$ cat src/rtl/processing_array_pkg.sv
// processing_array_pkg
// Shared constants and helpers for the processing array.
//   DEF_ARRAY_SIZE / DEF_DATA_WIDTH : default array geometry
//   COEFF_BITS                      : headroom added to the product width,
//                                     enough to hold the largest coefficient (16)
//   coeff(i)                        : fixed scale factor of PE i
package processing_array_pkg;

  localparam int DEF_ARRAY_SIZE = 4;
  localparam int DEF_DATA_WIDTH = 8;
  localparam int COEFF_BITS     = 5;

  // PE i scales its sample by i+1, so lane 0 is a plain registered copy.
  function automatic int coeff(input int i);
    return i + 1;
  endfunction

endpackage

$ cat src/rtl/pe_scale.sv
// pe_scale
// One processing element: multiplies the incoming sample by a fixed
// coefficient and registers the low DATA_WIDTH bits of the product.
//   clk  : rising-edge clock
//   rst  : asynchronous active-high reset, clears dout
//   din  : DATA_WIDTH-bit unsigned sample
//   dout : registered (din * COEFF) mod 2^DATA_WIDTH
module pe_scale
  import processing_array_pkg::*;
#(
  parameter int DATA_WIDTH = DEF_DATA_WIDTH,
  parameter int COEFF      = 1
) (
  input  logic                  clk,
  input  logic                  rst,
  input  logic [DATA_WIDTH-1:0] din,
  output logic [DATA_WIDTH-1:0] dout
);

  localparam int PROD_W = DATA_WIDTH + COEFF_BITS;

  if (COEFF < 1 || COEFF > 16) begin : g_bad_coeff
    $error("pe_scale: COEFF %0d outside 1..16", COEFF);
  end

  logic [PROD_W-1:0]     product;
  logic [DATA_WIDTH-1:0] dout_d;
  logic [DATA_WIDTH-1:0] dout_q;

  // Full-width unsigned product; the high bits are discarded so results wrap.
  assign product = PROD_W'(din) * PROD_W'(COEFF);
  assign dout_d  = DATA_WIDTH'(product);

  // Output register; reset clears the lane immediately, independent of clk.
  always_ff @(posedge clk or posedge rst) begin
    if (rst) begin
      dout_q <= '0;
    end else begin
      dout_q <= dout_d;
    end
  end

  assign dout = dout_q;

endmodule

$ cat src/rtl/processing_array_unit.sv
// processing_array_unit
// One-cycle fan-out/scale stage: the same sample feeds ARRAY_SIZE PEs,
// PE i scales by i+1, and all registered results appear side by side.
//   clk      : rising-edge clock
//   rst      : asynchronous active-high reset, clears every lane
//   data_in  : DATA_WIDTH-bit sample, captured every rising edge
//   data_out : [ARRAY_SIZE-1:0][DATA_WIDTH-1:0], lane i = PE i result
module processing_array_unit
  import processing_array_pkg::*;
#(
  parameter int ARRAY_SIZE = DEF_ARRAY_SIZE,
  parameter int DATA_WIDTH = DEF_DATA_WIDTH
) (
  input  logic                                  clk,
  input  logic                                  rst,
  input  logic [DATA_WIDTH-1:0]                 data_in,
  output logic [ARRAY_SIZE-1:0][DATA_WIDTH-1:0] data_out
);

  if (ARRAY_SIZE < 1 || ARRAY_SIZE > 16) begin : g_bad_size
    $error("processing_array_unit: ARRAY_SIZE %0d outside 1..16", ARRAY_SIZE);
  end

  if (DATA_WIDTH < 2 || DATA_WIDTH > 32) begin : g_bad_width
    $error("processing_array_unit: DATA_WIDTH %0d outside 2..32", DATA_WIDTH);
  end

  // Every PE sees the same sample; only the coefficient differs per lane.
  for (genvar i = 0; i < ARRAY_SIZE; i++) begin : g_pe
    pe_scale #(
      .DATA_WIDTH (DATA_WIDTH),
      .COEFF      (coeff(i))
    ) u_pe (
      .clk  (clk),
      .rst  (rst),
      .din  (data_in),
      .dout (data_out[i])
    );
  end

endmodule

$ cat config.mk
export PLATFORM = sky130hd
export DESIGN_NAME = processing_array_unit
export DESIGN_NICKNAME = d
export VERILOG_FILES = /design/src/rtl/processing_array_pkg.sv /design/src/rtl/pe_scale.sv /design/src/rtl/processing_array_unit.sv
export SDC_FILE = /design/constraint.sdc
export NUM_CORES = 1
export LEC_CHECK = 0
export CORE_MARGIN = 2
export CORE_UTILIZATION = 39
export CTS_BUF_LIST = sky130_fd_sc_hd__clkbuf_4 sky130_fd_sc_hd__clkbuf_8
export DETAILED_ROUTE_END_ITERATION = 10
export GPL_TIMING_DRIVEN = 0
export PLACE_DENSITY = 0.8
export SYNTH_ARGS = -nofsm -noshare
export SYNTH_HDL_FRONTEND = slang
export SYNTH_SLANG_ARGS = --single-unit
$ cat constraint.sdc
create_clock -name clk -period 0.8 [get_ports clk]
set_input_delay 0.16 -clock clk [delete_from_list [all_inputs] [get_ports clk]]
set_output_delay 0.16 -clock clk [all_outputs]
set_load 0.1 [all_outputs]
==> results of run 1 <==
## per-stage QoR
| stage | TNS, ns | hold slack [ns] | std cells | worst slack (ns) | util |
|---|---|---|---|---|---|
| after floorplan | -4.61 | 0.0618 | 69 | -0.489 | - |
| after global placement | -35.76 | 0.530 | 134 | -1.27 | 0.754 |
| after detailed placement | -35.96 | 0.530 | 134 | -1.28 | 0.754 |
## cell families after synthesis
kind of cell	after synthesis	synth area share
AND/OR/NAND/NOR	6	0.0465
other	1	0.00480
XOR/XNOR	4	0.0545
adder cells (fa/ha/maj)	7	0.122
AO/OA/AOI/OAI	12	0.104
buffers and inverters	22	0.187
flip-flops	15	0.481
==> results.ini, run 1 <==
[logic_synthesis]
yosys.area.top_type=dfrtp_1
synth_most_common_cell=buf_4
synth_area_um2=781
ys.flop_type=dfrtp_1
synthTopCellsByCount=buf_4, dfrtp_1, ha_1
ys_types=22
synthArstFlopShare=1.00
synth_seq_cells=15
postSynthCellCount=67
synth_top_area_frac=0.481
ys_seq_area_frac=0.481
synth.avg_cell_area_um2=11.7
ys_warn_count=0
synthTopCellsByArea=dfrtp_1, buf_4, ha_1, xnor2_1, fa_1
synth-edff-count=0

[clock_tree]
cts_setup_buffers=4
clk_path_buf_depth=2
ctsResizeCount=287
h-tree-depth=1
numCtsBuffers=3
cts.hold.buffers_added=2
root_buffer=clkbuf_4
cts.sinks=15

[run_status]
stop_error=[ERROR DPL-0033] detailed placement checks failed during check placement.
status=did not finish
lastStage=4_1_cts

[placed_design]
place_area_um2=1450
numPortBuffers=38
dpl.hpwl_um=1360
routabilityCongestion=0.707

[floorplan]
dieHeight_um=48.7
ios=42
rows=16
start_util=0.406
die_width_um=48.7

==> run 2, diff against run 1 <==
CORE_AREA = 2 2 63 65   (was default)
CORE_MARGIN = default   (was 2)
CORE_UTILIZATION = default   (was 39)
CTS_BUF_LIST = default   (was sky130_fd_sc_hd__clkbuf_4 sky130_fd_sc_hd__clkbuf_8)
DIE_AREA = 0 0 65 67   (was default)
PLACE_DENSITY = default   (was 0.8)
PLACE_DENSITY_LB_ADDON = 0.15   (was default)
==> run 2 against run 1 <==
Against the previous run: the flow now finishes, with violations (setup timing); area after synthesis unchanged; synthesized cell count unchanged.
==> results.ini, run 2 <==
[detailed_routing]
num_vias=626
drc=0
routed_wl_um=1760
antenna_left=0
dr.first_iter.drc_count=4
viasPerCell=3.82
avgRoutedWirePerCell_um=10.7
dr.pass1.iters=2

[setup_path]
worst-path-max-fanout=4
crit_path_end_kind=primary output
critPathRequiredTime_ns=0.64
cp-start-kind=flip-flop
arrival_ns=1.06
worstSetupPathType=flip-flop to primary output

[floorplan]
rows=22
core_area_um2=3610
start_util=0.217
die_width_um=65
ios=42
die-area_um2=4360
dieHeight_um=67

[sta]
worst_slack_ns=-0.422
hold_viol_final=0
whs_ns=0.0332
fin_crit_ns=1.22
slew_viol_final=0
rsz0062_at_grt=true
setup_viol=35
fin_crit_sh=1.53
fmax_mhz=818

[layout]
antennaDiodeCount=0
final_util=0.529
final_common_cell=buf_12
final_cell_mix=buf_12, dfrtp_4, buf_4, ha_4
nets=134
drive_gt1_frac=0.767
area_growth_pct=144
largest_reg_flops=15
n_fill_cell=301

[worst_hold_path]
min_path_type=input port to flip-flop

[logic_synthesis]
synth-edff-count=0
ys_seq_area_frac=0.481
synth_top_area_frac=0.481
ys.flop_type=dfrtp_1
ys_types=22
synth_seq_cells=15
synth.avg_cell_area_um2=11.7
synth_most_common_cell=buf_4
synthArstFlopShare=1.00
synth_area_um2=781
postSynthCellCount=67
synthTopCellsByArea=dfrtp_1, buf_4, ha_1, xnor2_1, fa_1
ys_warn_count=0
synthTopCellsByCount=buf_4, dfrtp_1, ha_1
yosys.area.top_type=dfrtp_1

[grt]
grt_start_max_net_pins=16
grt-ovfl-total=0
grt-busiest-layer=met2
grtUsageMet3=0.0186
grt_util_met2=0.177
grt_usage=0.0941
grt_pass1_vias=664
antenna_found_initial=0
grtUsageMet1=0.0993
grt_first_pass_wirelength_um=3110

[run_status]
status=finished with violations
violations=setup timing

[clock_tree]
cts_tree=built
numCtsBuffers=3
clk_path_buf_depth=2
clkTransAtPathRegs_ns=0.06
root_buffer=clkbuf_8
h-tree-depth=1
cts.hold.buffers_added=0
cts.sinks=15

[placed_design]
numPortBuffers=38
routabilityCongestion=0.655
dpl.hpwl_um=1270

[power]
intPower_mw=2.01
p_per_area_nw_per_um2=1850
power.leakage_nw=0.820
p_sw_frac=0.431
pwr-share-comb=0.555
clockPowerShare=0.166
p_switching_mw=1.52
vdd_drop_max_uv=800
power_frac_seq=0.279

[job]
cap_violations=0

run 2: cell counts after synthesis:
Identical to the previous run, type by type.
run 2: worst max-delay path, cell delays in order (launching register included):
cell and delay, ns:
dfrtp_4 0.53, buf_12 0.14, buf_12 0.15
run 2: layer usage:
layer  share of wire  up-vias
li1                -      301
met1            0.35      302
met2            0.60       21
met3           0.043        2
met4           0.011        0
met5               0        -
run 2: kinds of logic after synthesis:
logic type | count (synthesis) | share of synthesized area
and+or+nand+nor | 6 | 0.0465
other | 1 | 0.00480
adders and majority gates | 7 | 0.122
buffers and inverters | 22 | 0.187
DFF | 15 | 0.481
xor gates and xnor gates | 4 | 0.0545
AOI/OAI and AO/OA | 12 | 0.104
run 2: cell type report:
| type | count | area [um2] | share of cell area |
|---|---|---|---|
| inverter | 5 | 22.5 | 0.0118 |
| multi-input combinational | 32 | 355 | 0.186 |
| timing repair buffer | 43 | 703 | 0.369 |
| sequential | 15 | 428 | 0.224 |
| clock buffer | 4 | 45.0 | 0.0236 |
| tap | 48 | 60.1 | 0.0315 |
| buffer | 17 | 294 | 0.154 |
run 2: power by group through the flow:
stage	logic (mW)	clock network, mW	registers [mW]
final	1.96	0.586	0.983
after detailed placement	1.61	0	0.954
after global routing	2.03	0.668	0.995
after floorplan	0.670	0	1.57
after CTS	1.94	0.615	0.985
after global placement	1.61	0	0.949
run 2: per-stage QoR:
stage                     setup WS, ns  power [mW]  TNS, ns  area [um2]  std cells
after CTS                       -0.481        3.54   -11.10        1880        163
after global routing            -0.476        3.69   -12.02        1910        164
after floorplan                 -0.489        2.24    -4.61        1030         69
after global placement           -1.31        2.56   -36.93        1480        155
final                           -0.422        3.53   -10.80        1910        164
after detailed placement         -1.27        2.57   -37.36        1480        155
run 2: path summary, 6_finish.rpt:
| check | from | to | cells after the start |
|---|---|---|---|
| min in group asynchronous | rst | g_pe[0].u_pe.dout[7] | 2 |
| hold / removal | data_in[0] | g_pe[2].u_pe.dout[0] | 1 |
| max in group asynchronous | rst | g_pe[2].u_pe.dout[0] | 2 |
| setup / recovery | g_pe[2].u_pe.dout[0] | data_out[26] | 2 |
run 2: timing repair:
item	in CTS	in global routing
gates cloned	0	0
setup buffers	4	1
pin swaps	11	5
endpoints found under the setup margin	36	49
gates resized for setup	291	8
(Power assumes the default switching activity.)
==> run 3, diff against run 2 <==
SETUP_SLACK_MARGIN = 0.05   (was default)
==> results of run 3 <==
Final layout, timing and power as in run 2 (identical DEF).
Main changes from that run: number of gates resized after CTS 291 -> 292; wire length of the first global-routing pass 3110 um -> 3120 um; via count of the first global-routing pass 664 -> 667; overall routing resource usage 0.0941 -> 0.0945; met1 usage 0.0993 -> 0.100
